===== src/rtl/router_pkg.sv =====
// Shared router types: flit layout plus the injection arbiter state enum and flit helpers.
package router_pkg;

   localparam int FLIT_SIZE = 16;

   typedef enum logic [1:0] {
      HEAD_FLIT     = 2'd0,
      BODY_FLIT     = 2'd1,
      TAIL_FLIT     = 2'd2,
      HEADTAIL_FLIT = 2'd3
   } FLIT_TYPE_t;

   typedef struct packed {
      FLIT_TYPE_t flit_type;
      logic [4:0] dest;
   } HEAD_t;

   // valid sits in the MSB so flit[FLIT_SIZE-1] is the valid bit
   typedef struct packed {
      logic       valid;
      HEAD_t      head;
      logic [7:0] payload;
   } FLIT_t;

   typedef enum logic [1:0] {
      IDLE = 2'd0,
      REQ  = 2'd1,
      XFER = 2'd2,
      DONE = 2'd3
   } ARB_STATE_t;

   function automatic logic flit_valid(input FLIT_t f);
      logic [FLIT_SIZE-1:0] bits;
      bits = f;
      return bits[FLIT_SIZE-1];
   endfunction

   function automatic logic is_tail(input FLIT_t f);
      return flit_valid(f) && (f.head.flit_type == TAIL_FLIT);
   endfunction

endpackage


===== src/rtl/rr_picker.sv =====
// Combinational round-robin picker: first set request at or above ptr, wrapping modulo NUM_SRC.
module rr_picker #(
   parameter int NUM_SRC = 4
) (
   input  logic [NUM_SRC-1:0]         req,
   input  logic [$clog2(NUM_SRC)-1:0] ptr,
   output logic [$clog2(NUM_SRC)-1:0] idx,
   output logic                       any
);

   localparam int IDX_W = $clog2(NUM_SRC);

   // scan from the farthest offset down so the nearest request to ptr is written last
   always_comb begin
      int j;
      j   = 0;
      idx = '0;
      any = |req;
      for (int i = NUM_SRC - 1; i >= 0; i--) begin
         j = int'(ptr) + i;
         if (j >= NUM_SRC) j = j - NUM_SRC;
         if (req[IDX_W'(j)]) idx = IDX_W'(j);
      end
   end

endmodule


===== src/rtl/injection_arbiter.sv =====
// Packet-granular round-robin arbiter sharing one router injection port among NUM_SRC sources.
module injection_arbiter
   import router_pkg::*;
#(
   parameter int NUM_SRC  = 4,
   parameter int MAX_IDLE = 64
) (
   input  logic                       clk,
   input  logic                       reset_n,
   input  logic [NUM_SRC-1:0]         i_src_req,
   input  FLIT_t [NUM_SRC-1:0]        i_src_flit,
   output logic [NUM_SRC-1:0]         o_src_send,
   output logic                       o_rtr_req,
   input  logic                       i_rtr_ack,
   output FLIT_t                      o_flit,
   output logic                       o_busy,
   output logic                       o_abort,
   output logic [$clog2(NUM_SRC)-1:0] o_grant_idx
);

   localparam int IDX_W = $clog2(NUM_SRC);
   localparam int CNT_W = $clog2(MAX_IDLE + 1);

   ARB_STATE_t       state_q, state_d;
   logic [IDX_W-1:0] rr_ptr_q, rr_ptr_d;
   logic [IDX_W-1:0] grant_idx_q, grant_idx_d;
   logic [CNT_W-1:0] idle_cnt_q, idle_cnt_d;
   FLIT_t            flit_q, flit_d;

   logic [IDX_W-1:0] pick_idx;
   logic             pick_any;
   FLIT_t            cur_flit;
   logic             cur_valid, cur_tail, wd_hit;

   rr_picker #(.NUM_SRC(NUM_SRC)) u_picker (
      .req (i_src_req),
      .ptr (rr_ptr_q),
      .idx (pick_idx),
      .any (pick_any)
   );

   assign cur_flit  = i_src_flit[grant_idx_q];
   assign cur_valid = flit_valid(cur_flit);
   assign cur_tail  = is_tail(cur_flit);
   // a valid flit (including a tail) on the terminal count always beats the watchdog
   assign wd_hit    = (idle_cnt_q == CNT_W'(MAX_IDLE - 1)) && !cur_valid;

   always_ff @(posedge clk or negedge reset_n) begin
      if (!reset_n) begin
         state_q     <= IDLE;
         rr_ptr_q    <= '0;
         grant_idx_q <= '0;
         idle_cnt_q  <= '0;
         flit_q      <= '0;
      end else begin
         state_q     <= state_d;
         rr_ptr_q    <= rr_ptr_d;
         grant_idx_q <= grant_idx_d;
         idle_cnt_q  <= idle_cnt_d;
         flit_q      <= flit_d;
      end
   end

   always_comb begin
      state_d = state_q;
      case (state_q)
         IDLE: if (pick_any) state_d = REQ;
         REQ: begin
            if (!i_src_req[grant_idx_q]) state_d = IDLE;
            else if (i_rtr_ack)          state_d = XFER;
         end
         XFER: if (cur_tail || wd_hit) state_d = DONE;
         DONE: state_d = IDLE;
         default: state_d = IDLE;
      endcase
   end

   always_comb begin
      rr_ptr_d    = rr_ptr_q;
      grant_idx_d = grant_idx_q;
      idle_cnt_d  = idle_cnt_q;
      flit_d      = '0;
      case (state_q)
         IDLE: begin
            idle_cnt_d = '0;
            if (pick_any) grant_idx_d = pick_idx;
         end
         XFER: begin
            if (cur_valid) begin
               flit_d     = cur_flit;
               idle_cnt_d = '0;
            end else if (idle_cnt_q != CNT_W'(MAX_IDLE)) begin
               idle_cnt_d = idle_cnt_q + 1'b1;
            end
         end
         DONE: begin
            idle_cnt_d = '0;
            rr_ptr_d   = (grant_idx_q == IDX_W'(NUM_SRC - 1)) ? '0 : grant_idx_q + 1'b1;
         end
         default: ;
      endcase
   end

   always_comb begin
      o_src_send  = '0;
      o_rtr_req   = (state_q == REQ) || (state_q == XFER);
      o_busy      = (state_q != IDLE);
      o_abort     = (state_q == XFER) && wd_hit;
      o_flit      = flit_q;
      o_grant_idx = grant_idx_q;
      if ((state_q == XFER) ||
          ((state_q == REQ) && i_rtr_ack && i_src_req[grant_idx_q]))
         o_src_send[grant_idx_q] = 1'b1;
   end

endmodule


===== config.mk =====
export PLATFORM = sky130hd
export DESIGN_NAME = injection_arbiter
export DESIGN_NICKNAME = d
export VERILOG_FILES = /design/src/rtl/router_pkg.sv /design/src/rtl/rr_picker.sv /design/src/rtl/injection_arbiter.sv
export SDC_FILE = /design/constraint.sdc
export NUM_CORES = 1
export LEC_CHECK = 0
export CAP_MARGIN = 20
export CORE_ASPECT_RATIO = 0.6
export CORE_UTILIZATION = 40
export CTS_CLUSTER_DIAMETER = 50
export CTS_CLUSTER_SIZE = 8
export DETAILED_ROUTE_END_ITERATION = 10
export GPL_TIMING_DRIVEN = 0
export PLACE_DENSITY = 0.8
export RECOVER_POWER = 100
export SLEW_MARGIN = 20
export SYNTH_ARGS = -nofsm -noshare
export SYNTH_HDL_FRONTEND = slang
export SYNTH_SLANG_ARGS = --single-unit
export TNS_END_PERCENT = 1

===== constraint.sdc =====
create_clock -name clk -period 3.4 [get_ports clk]
set_input_delay 0.51 -clock clk [delete_from_list [all_inputs] [get_ports clk]]
set_output_delay 0.51 -clock clk [all_outputs]
set_load 0.1 [all_outputs]

Word-level counts from Yosys, hierarchy flattened --
Index checks and enable logic that the tools add are counted. Widths: inputs -> output; s select.
Storage, ports and cells: flip-flop bits (word level) 29, bits in latches 0, RAM bits 0, bits in read-only memories 0, bits of input ports 71, output and inout port bits 25, logic and storage cells 94, memories kept 0
Operators by class: add/sub/neg operators 9, multipliers 0, divide/modulo/power cells 0, magnitude comparators 10, equal/unequal tests 11, shift operators 0, multiplexer cells 38, bitwise gates (word level) 0, reductions and logical operators 18
Operator list (number):
- $mux 16 | 3
- $bmux 16 s2 | 1
- $mux 2 | 13
- $lt 2x4->1 const B | 4
- $mux 7 | 2
- $pmux 7 s2 | 1
- $bmux 1 s2 | 5
- $mux 1 | 10
- $ge 3x3->1 const B | 3
- $eq 2x2->1 const B | 4
- $pmux 2 s4 | 1
- $sub 2x1->2 const B | 4
- $add 7x1->7 const B | 1
- $eq 7x6->1 const B | 1
- $ne 7x7->1 const B | 1
- $add 2x2->3 const B | 2
- $logic_and 1x1->1 | 6
- $ne 3x3->1 const B | 2
- $mux 4 | 1
- $ne 2x2->1 const B | 2
- $reduce_and 2->1 | 2
- $reduce_bool 2->1 | 2
- $reduce_or 4->1 | 1
- $add 2x1->3 const B | 1
- other kinds (11) | 13

Depth between registers and ports, before layout --
Gate-level depths: netlist (run 1).
depth in word-level cells 10, depth in mapped cells 8

Cells and area by module --
A second synthesis (run 1) with hierarchy kept.
Second synthesis, totals: cell total of the unflattened synthesis 168, area, all modules 1968.1 sq um
By module, submodules not included:
- injection_arbiter | times used 1, cells each 155, area each 1890.6 sq um
- rr_picker | times used 1, cells each 13, area each 77.6 sq um

Worst setup path before layout (run 1) --
Ideal clock, no wire load.
kind register -> output, start point reg grant_idx_q[0], in the netlist o_grant_idx[0], end point out o_abort, arrival time 3.882 ns, required time 2.890 ns, setup slack -0.992 ns, cell stages (with the launch flop) 4, buffers on the path 0, cell sequence dfrtp_1 -> mux4_2 -> nand2b_4 -> nor3_1
On the way: word-level cells in the longest chain between the ends 5
Ends and longest elaborated chain:
- from (decl) | line injection_arbiter.sv:26 | logic [IDX_W-1:0] grant_idx_q, grant_idx_d;
- from (signal assigned) | line injection_arbiter.sv:58 | grant_idx_q <= grant_idx_d;
- $bmux 16 s2 | line injection_arbiter.sv:42 | assign cur_flit = i_src_flit[grant_idx_q];
- $mux 16 (not written as such) | line injection_arbiter.sv:42
- $logic_not 1->1 | line injection_arbiter.sv:46 | assign wd_hit = (idle_cnt_q == CNT_W'(MAX_IDLE - 1)) && !cur_valid;
- $logic_and 1x1->1 | line injection_arbiter.sv:46
- $logic_and 1x1->1 | line injection_arbiter.sv:108 | o_abort = (state_q == XFER) && wd_hit;
- to (decl) | line injection_arbiter.sv:17 | output logic o_abort,
Every way passes these cells. The select of a mux whose other input is x is not followed.

Worst setup path after layout (run 1) --
start point reg grant_idx_q[0], in the netlist o_grant_idx[0], end point out o_src_send[1]
On the way: word-level cells in the longest chain between the ends 5, elaborated cells between the ends (all ways) 10
Ends and longest elaborated chain:
- $lt 2x3->1 (not written as such) (tied with other cells) | line injection_arbiter.sv:113 | o_src_send[grant_idx_q] = 1'b1;
- $logic_and 1x1->1 (not written as such) or $mux 1 (tied branches) | line injection_arbiter.sv:113, injection_arbiter.sv:112
- $mux 1 (not written as such) or $logic_and 1x1->1 (tied branches) | line injection_arbiter.sv:113, injection_arbiter.sv:112
- $demux 1 s2 or $logic_or 1x1->1 (tied branches) | line injection_arbiter.sv:113, injection_arbiter.sv:111
- $mux 4 (*) | line injection_arbiter.sv:111 | if ((state_q == XFER) ||
- to (decl) | line injection_arbiter.sv:12 | output logic [NUM_SRC-1:0] o_src_send,
Every way passes the cells marked *; elsewhere a longest branch is shown, timed or not. The select of a mux whose other input is x is not followed.

==> results.sh, run 1 <==
export IMPL_synth_cell_type_count=42
export IMPL_critPathCaptureType="output port"
export IMPL_die_w_um=91.08
export IMPL_startpoint_type="flip-flop"
export IMPL_internal_power_mw=1.054
export IMPL_worstPathArrival_ps=2810
export IMPL_fin_skew_ps=2.756
export IMPL_cts_tree="done"
export IMPL_synth_seq_cells=29
export IMPL_grt_pass1_vias=1845
export IMPL_ff2ff_setup_slack_ps=1270
export IMPL_clk_latency_ps=280
export IMPL_pwr_density_cell_nw_per_um2=720.2
export IMPL_synth_top_area_cell="dfrtp_1"
export IMPL_dr_pass1_iters=4
export IMPL_wire_per_inst_um=17.33
export IMPL_placed_cell_area_um2=2934
export IMPL_path_cells="buf_4, buf_2, o211a_1, a21oi_1, nor2b_1, dlygate4sd2_1"
export IMPL_netlist_instances=172
export IMPL_holdPathStages=1
export IMPL_drcViolationCount=0
export IMPL_grtUsageTotal_pct=24.66
export IMPL_grt_pass1_wl_um=9418
export IMPL_synth_area_um2=1904
export IMPL_drtIter0Drc=92
export IMPL_combPwrFrac_pct=65.5
export IMPL_ant_nets=0
export IMPL_grt_use_met2_pct=37.77
export IMPL_fin_nets=355
export IMPL_post_route_cell_area_um2=3005
export IMPL_critical_path_required_ps=2890
export IMPL_cts_sinks=29
export IMPL_postSynthAreaPerCell_um2=11.07
export IMPL_ys_seq_area_share_pct=38.11
export IMPL_crit_path_max_fanout=10
export IMPL_wl_um=5859
export IMPL_seqPwrFrac_pct=21.9
export IMPL_yosys_area_top_type_share_pct=38.11
export IMPL_initial_core_util_pct=41.72
export IMPL_vdd_drop_max_mv=0.5748
export IMPL_drive_gt1_share_pct=11.27
export IMPL_post_drt_via_cell_ratio=5.278
export IMPL_coreArea_um2=4564
export IMPL_power_switching_mw=1.111
export IMPL_violations="capacitance limit, slew limit"
export IMPL_period_minus_slack_ps=3315
export IMPL_cts_buffer_depth=2
export IMPL_post_route_period_util_pct=97.50
export IMPL_dieArea_um2=5050
export IMPL_io_buffer_count=95
export IMPL_setup_viol=0
export IMPL_outcome="finished, violations left"
export IMPL_post_cts_buffers=0
export IMPL_yosysMostFrequentCell="dfrtp_1"
export IMPL_place_gp_congestion=0.8525
export IMPL_p_clk_share_pct=12.6
export IMPL_met1_usage_pct=33.75
export IMPL_max_stage_delay_ps=870
export IMPL_io_pins=96
export IMPL_drv_slew=30
export IMPL_holdWs_ps=543.9
export IMPL_ys_top_cells_by_area="dfrtp_1, mux4_2, ha_1"
export IMPL_worst_path_max_delay_cell="dlygate4sd2_1"
export IMPL_antennaDiodeCount=0
export IMPL_numCtsBuffers=5
export IMPL_grt_overflow=0
export IMPL_clk_pin_slew_ps=60
export IMPL_fmax_ghz=0.3016
export IMPL_critPathTopFamily="buffers and inverters"
export IMPL_tightest_slew_ps=1550
export IMPL_worst_path_buf_inv=3
export IMPL_hold_viol_final=0
export IMPL_slew_headroom_pct=-3.309
export IMPL_synth_warnings=0
export IMPL_ys_flop_type="dfrtp_1"
export IMPL_grt_max_degree=30
export IMPL_dp_hpwl_um=4573
export IMPL_syn_to_final_growth_pct=57.82
export IMPL_die_y_um=55.45
export IMPL_num_rows=19
export IMPL_vias=1784
export IMPL_htreeDepth=2
export IMPL_fillers=349
export IMPL_rsz0062_at_grt="true"
export IMPL_reg2regPathDepth=6
export IMPL_synth_nets=253
export IMPL_synth_edff_count=0
export IMPL_met3_usage_pct=7.300
export IMPL_grt_busiest_layer="met2"
export IMPL_p_sw_share_pct=51.30
export IMPL_cap_violations=1
export IMPL_hp_class="reg2reg"
export IMPL_crit_type="reg2out"
export IMPL_cp_depth=6
export IMPL_cts_root_buf="clkbuf_8"
export IMPL_synth_async_reset_ratio_pct=100.0
export IMPL_synth_commonest_cells="dfrtp_1, and3_1, mux4_2"
export IMPL_power_leakage_nw=1.323
export IMPL_antenna_found_initial=0
area by class of cell:
type / count / area (µm²) / area share, %
plain buffers: 10 / 45.04 / 1.499
clock buffers: 6 / 72.57 / 2.415
clock inverters: 2 / 10.01 / 0.3331
inverters: 11 / 41.29 / 1.374
multi-input cells: 122 / 1097 / 36.51
flip-flops and latches: 29 / 725.7 / 24.15
well taps: 63 / 78.83 / 2.623
repair buffers: 95 / 934.6 / 31.10
layer usage:
layer  routed length [µm]  up-vias
li1                     -      841
met2                 2623       74
met4                  121        0
met1                 2669      855
met3                  445       14
met5                    0        -
cell usage in the layout (no fill, tap or decap), types with 2 or more instances in the layout:
cell	instances
clkdlybuf4s50_1	88
dfrtp_1	29
and3_1	17
mux4_2	15
nand2_1	12
inv_1	11
o21ai_0	10
ha_1	10
clkbuf_1	8
nor2b_1	8
nor2_1	8
a21oi_1	6
clkbuf_8	5
dlygate4sd2_1	4
buf_2	3
mux2i_1	3
nand2b_1	3
mux2_2	2
nor3b_1	2
nand3b_1	2
clkinv_2	2
timing repair:
action	CTS	global route
gates resized for setup	5	2
endpoints found under the hold margin	0	0
gates cloned	0	0
setup endpoints to repair	5	4
hold buffers	0	0
stage by stage:
stage	instances	total power [mW]	TNS, ps	util (%)	worst slack (ps)
finish	338	2.165	0	65.84	84.89
global route	338	2.287	-331.2	65.84	-116.1
CTS	338	2.177	0	65.95	31.27
detailed placement	330	1.900	-108.4	64.28	-29.80
global placement	330	1.883	-15.13	64.39	-5.517
floorplan	172	1.523	-1752	-	-406.9
worst register-to-register path: stages (launching register included):
cell and delay [ps]:
dfrtp_1 550, buf_4 290, inv_1 110, nor4b_1 390
a221oi_1 130, o221a_1 190, a311o_1 370
registers in the layout (all words and copies together) (netlist names), named ones only:
signal       count
o_flit          16
rr_ptr_q         2
idle_cnt_q       7
state_q          1
o_grant_idx      2
kinds of logic (layout without fill, tap and decap cells):
kind of cell	after synthesis	in the layout	share of synthesized area (%)
buffers and inverters	21	124	4.533
adder cells (fa/ha/maj)	10	10	6.570
multiplexers	21	21	21.88
AND/OR/NAND/NOR	61	61	18.33
XOR/XNOR	1	1	0.4600
AO/OA/AOI/OAI	29	29	10.12
flip-flops	29	29	38.11
worst paths after layout:
path	start	to
setup / recovery	o_grant_idx[0]	o_src_send[1]
hold / removal	idle_cnt_q[0]	idle_cnt_q[0]
setup reg to reg	o_grant_idx[0]	flip-flop
hold reg to reg	idle_cnt_q[0]	idle_cnt_q[0]
max in group asynchronous	reset_n	idle_cnt_q[3]
min in group asynchronous	reset_n	o_flit[3]
power groups by stage:
stage / clock network, mW / registers [mW] / logic [mW]
5_1_grt: 0.293 / 0.487 / 1.51
6_report: 0.272 / 0.475 / 1.42
3_3_place_gp: 0 / 0.481 / 1.40
3_5_place_dp: 0 / 0.484 / 1.42
4_1_cts: 0.280 / 0.477 / 1.42
2_1_floorplan: 0 / 0.727 / 0.797
(Power assumes the default switching activity.)
==> run 2: changes to the inputs <==
Settings changed: CORE_UTILIZATION 40 to 43, PLACE_DENSITY 0.8 to 0.85.
==> results.sh, run 2 (same netlist as run 1, synthesis figures left out) <==
export IMPL_dr_pass1_iters=4
export IMPL_outcome="finished, violations left"
export IMPL_antennaDiodeCount=0
export IMPL_crit_path_max_fanout=10
export IMPL_cts_buffer_depth=2
export IMPL_die_w_um=87.92
export IMPL_crit_type="reg2out"
export IMPL_die_y_um=53.55
export IMPL_violations="capacitance limit, slew limit"
export IMPL_final_seq_area_um2=725.7
export IMPL_io_pins=96
export IMPL_hp_class="reg2reg"
export IMPL_period_minus_slack_ps=3307
export IMPL_clk_latency_ps=280
export IMPL_hold_buffers=0
export IMPL_wl_um=5678
export IMPL_crit_start="o_grant_idx[0]"
export IMPL_post_route_period_util_pct=97.27
export IMPL_clk_pin_slew_ps=70
export IMPL_grt_overflow=0
export IMPL_ant_nets=0
export IMPL_vias=1798
export IMPL_htreeDepth=2
export IMPL_endpoint="o_src_send[1]"
export IMPL_critPathTopFamily="buffers and inverters"
export IMPL_io_buffer_count=95
export IMPL_worst_path_buf_inv=3
export IMPL_path_cells="buf_4, buf_2, o211a_1, a21oi_1, nor2b_1, dlygate4sd2_1"
export IMPL_post_drt_via_cell_ratio=5.367
export IMPL_grtUsageTotal_pct=25.43
export IMPL_worstPathArrival_ps=2800
export IMPL_cap_violations=1
export IMPL_dieArea_um2=4708
export IMPL_drv_slew=30
export IMPL_post_route_cell_area_um2=3048
export IMPL_num_rows=18
export IMPL_dp_hpwl_um=4455
export IMPL_grt_pass1_vias=1647
export IMPL_place_gp_congestion=0.8864
export IMPL_rr_startpoint="o_grant_idx[0]"
export IMPL_multi_input_area_um2=1097
export IMPL_fmax_ghz=0.3024
export IMPL_numCtsBuffers=5
export IMPL_fillers=287
export IMPL_setup_viol=0
export IMPL_worst_path_max_delay_cell="dlygate4sd2_1"
export IMPL_finalPower_mw=2.294
export IMPL_drive_gt1_share_pct=11.64
export IMPL_fin_nets=355
export IMPL_critPathCaptureType="output port"
export IMPL_slew_headroom_pct=-1.165
export IMPL_startpoint_type="flip-flop"
export IMPL_placed_cell_area_um2=2930
export IMPL_final_util_pct=73.15
export IMPL_vdd_drop_max_mv=0.8687
export IMPL_critical_path_required_ps=2890
export IMPL_drcViolationCount=0
export IMPL_grt_max_degree=30
export IMPL_tightest_slew_ps=1517
export IMPL_cts_tree="done"
export IMPL_post_cts_buffers=0
export IMPL_pwr_density_cell_nw_per_um2=752.7
export IMPL_cp_depth=6
export IMPL_rsz0062_at_grt="true"
export IMPL_max_stage_delay_ps=890
export IMPL_grt_pass1_wl_um=8735
export IMPL_cts_sinks=29
export IMPL_power_leakage_nw=1.396
export IMPL_coreArea_um2=4167
export IMPL_initial_core_util_pct=45.71
export IMPL_fin_skew_ps=4.758
export IMPL_reg2regPathDepth=4
export IMPL_drtIter0Drc=111
export IMPL_ff2ff_setup_slack_ps=1240
export IMPL_hold_viol_final=0
export IMPL_wire_per_inst_um=16.95
export IMPL_largest_reg_flops=16
export IMPL_antenna_found_initial=0
export IMPL_holdPathStages=1
export IMPL_final_common_cell="clkdlybuf4s50_1"
export IMPL_cts_root_buf="clkbuf_8"
export IMPL_syn_to_final_growth_pct=60.05
export IMPL_layout_common_cells="clkdlybuf4s50_1, dfrtp_1, dlygate4sd3_1"
[run 2: cell type report]
type,instances,area share [%]
multi-input cells,122,36.00
repair buffers,95,30.50
flip-flops and latches,29,23.81
well taps,60,2.463
clock buffers,5,2.258
clock inverters,3,2.135
plain buffers,10,1.478
inverters,11,1.355
[run 2: worst register-to-register path: cells and delay by family, from the launching register on]
kind / cells / cell delay (ps)
AO/OA/AOI/OAI: 3 / 900
multiplexers: 1 / 620
flip-flops: 1 / 530
[run 2: layer usage]
metal  share of wire [%]  vias to the layer above  routed length, µm  GRT usage [%]
met3                 8.4                        5                479          5.521
li1                    -                      848                  -              -
met1                  48                      867               2739          36.99
met4                0.37                        0                 21          4.645
met2                  43                       78               2438          39.66
met5                   0                        -                  0              0
[run 2: how the worst min path moves through the flow]
stage | startpoint | end | slack (ps)
4_1_cts | reset_n | rr_ptr_q[0] | 270
2_1_floorplan | reset_n | async pin | 210
5_1_grt | idle_cnt_q[0] | idle_cnt_q[0] | 590
3_5_place_dp | idle_cnt_q[0] | idle_cnt_q[0] | 540
6_report | idle_cnt_q[0] | idle_cnt_q[0] | 540
3_3_place_gp | idle_cnt_q[0] | idle_cnt_q[0] | 520
[run 2: what timing repair did]
item                                    4_1_cts  5_1_grt
pin swaps                                     0        0
endpoints found under the setup margin        5        4
gates resized for setup                       5        2
[run 2: power breakdown]
part,switching (mW),internal (mW)
Clock,0.135,0.291
Combinational,0.911,0.486
Sequential,0.0638,0.408
Total,1.11,1.19
[run 2: stage by stage]
stage	hold slack, ps	worst slack, ps	std cells	TNS [ps]
floorplan	214.4	-406.9	172	-1752
global placement	524.8	-9.184	327	-18.48
detailed placement	543.6	-69.52	327	-212.4
CTS	270.3	19.46	335	0
global route	587.7	-98.07	335	-254.0
finish	541.0	92.67	335	0
==> run 3: changes to the inputs <==
Settings changed: CORE_UTILIZATION 43 to 40, PLACE_DENSITY 0.85 to 0.84, SLEW_MARGIN 20 to not set.
Clock period 3.4 ns to 3.47 ns, I/O delays scaled along.
==> results.sh, run 3 (same netlist as run 1, synthesis figures left out) <==
export IMPL_cts_root_buf="clkbuf_8"
export IMPL_fin_nets=356
export IMPL_post_cts_buffers=0
export IMPL_power_switching_mw=1.096
export IMPL_crit_type="reg2out"
export IMPL_grt_overflow=0
export IMPL_fin_tns_setup_ps=0
export IMPL_clk_pin_slew_ps=70
export IMPL_drcViolationCount=0
export IMPL_initial_core_util_pct=41.72
export IMPL_wire_per_inst_um=17.36
export IMPL_cts_buffer_depth=2
export IMPL_fmax_ghz=0.3010
export IMPL_grt_pass1_wl_um=9335
export IMPL_period_minus_slack_ps=3322
export IMPL_drv_slew=0
export IMPL_dp_hpwl_um=4662
export IMPL_slew_headroom_pct=31.32
export IMPL_seqPwrFrac_pct=21.9
export IMPL_antennaDiodeCount=0
export IMPL_grt_max_degree=16
export IMPL_fin_skew_ps=2.399
export IMPL_pwr_density_cell_nw_per_um2=702.1
export IMPL_p_clk_share_pct=13.2
export IMPL_worst_path_max_delay_cell="dlygate4sd2_1"
export IMPL_largest_reg_flops=16
export IMPL_die_w_um=91.08
export IMPL_hold_viol_final=0
export IMPL_dr_pass1_iters=4
export IMPL_clk_latency_ps=290
export IMPL_drive_gt1_share_pct=11.96
export IMPL_dieArea_um2=5050
export IMPL_antenna_found_initial=0
export IMPL_die_y_um=55.45
export IMPL_numCtsBuffers=5
export IMPL_rsz0062_at_grt="true"
export IMPL_wl_um=5884
export IMPL_max_stage_delay_ps=870
export IMPL_io_pins=96
export IMPL_htreeDepth=2
export IMPL_path_cells="buf_4, buf_2, o211a_1, a21oi_1, nor2b_1, dlygate4sd2_1"
export IMPL_cts_tree="done"
export IMPL_hp_class="reg2reg"
export IMPL_grtUsageTotal_pct=24.52
export IMPL_grt_pass1_vias=1743
export IMPL_worst_path_buf_inv=3
export IMPL_internal_power_mw=1.021
export IMPL_combPwrFrac_pct=64.9
export IMPL_p_sw_share_pct=51.77
export IMPL_ant_nets=0
export IMPL_coreArea_um2=4564
export IMPL_critPathCaptureType="output port"
export IMPL_critPathTopFamily="buffers and inverters"
export IMPL_drtIter0Drc=75
export IMPL_power_leakage_nw=1.379
export IMPL_place_gp_congestion=0.8642
export IMPL_final_common_cell="clkdlybuf4s50_1"
export IMPL_startpoint_type="flip-flop"
export IMPL_setup_viol=0
export IMPL_holdWs_ps=561.3
export IMPL_post_drt_via_cell_ratio=5.416
export IMPL_vias=1836
export IMPL_cts_sinks=29
export IMPL_syn_to_final_growth_pct=58.34
export IMPL_crit_path_max_fanout=10
export IMPL_outcome="completed"
export IMPL_layout_common_cells="clkdlybuf4s50_1, dfrtp_1, dlygate4sd3_1"
export IMPL_fillers=361
export IMPL_io_buffer_count=95
export IMPL_worstPathArrival_ps=2800
export IMPL_tightest_slew_ps=1027
export IMPL_finalPower_mw=2.117
export IMPL_critical_path_required_ps=2950
export IMPL_num_rows=19
export IMPL_cap_violations=0
export IMPL_post_route_period_util_pct=95.74
export IMPL_vdd_drop_max_mv=0.7461
[run 3: final cells by class]
class / count / area [µm²] / area share [%]
Sequential cell: 29 / 725.7 / 24.07
Clock inverter: 3 / 17.52 / 0.5809
Timing Repair Buffer: 96 / 940.9 / 31.20
Tap cell: 63 / 78.83 / 2.614
Multi-Input combinational cell: 122 / 1097 / 36.39
Inverter: 11 / 41.29 / 1.369
Clock buffer: 5 / 68.82 / 2.282
Buffer: 10 / 45.04 / 1.494
[run 3: per-layer routing]
layer	routed length, µm	global-route usage (%)
met1	2635	34.17
met2	2665	37.88
met3	520	6.887
met4	61	6.576
met5	0	0
[run 3: path summary, 6_finish.rpt]
| check | from | endpoint | slack (ps) | cells after the start |
|---|---|---|---|---|
| max reg2reg | o_grant_idx[1] | state_q[0] | 1320 | 5 |
| max | o_grant_idx[0] | o_src_send[3] | 150 | 6 |
| min | idle_cnt_q[0] | idle_cnt_q[0] | 560 | 1 |
| min in group asynchronous | reset_n | o_flit[4] | 710 | 1 |
| min reg2reg | idle_cnt_q[0] | idle_cnt_q[0] | 560 | 1 |
| max in group asynchronous | reset_n | o_flit[8] | 1580 | 2 |
[run 3: stage by stage]
stage | utilization [%] | cell area [µm²] | setup WS, ps | std cells
floorplan | - | 1909 | -347.4 | 172
global placement | 64.39 | 2939 | 37.55 | 330
detailed placement | 64.99 | 2967 | 11.77 | 331
CTS | 66.75 | 3047 | 105.5 | 339
global route | 66.06 | 3015 | -37.04 | 339
finish | 66.06 | 3015 | 147.7 | 339
[run 3: timing repair]
| item | in CTS | in global routing |
|---|---|---|
| gates cloned | 0 | 0 |
| gates resized for setup | 5 | 4 |
| hold buffers | 0 | 0 |
| setup endpoints to repair | 5 | 4 |
[run 3: power groups by stage]
stage          Combinational (mW)  Sequential (mW)  Clock (mW)
4_1_cts                      1.39            0.464       0.287
5_1_grt                      1.46            0.472       0.301
2_1_floorplan               0.781            0.712           0
3_5_place_dp                 1.40            0.471           0
6_report                     1.37            0.464       0.280
3_3_place_gp                 1.38            0.466           0
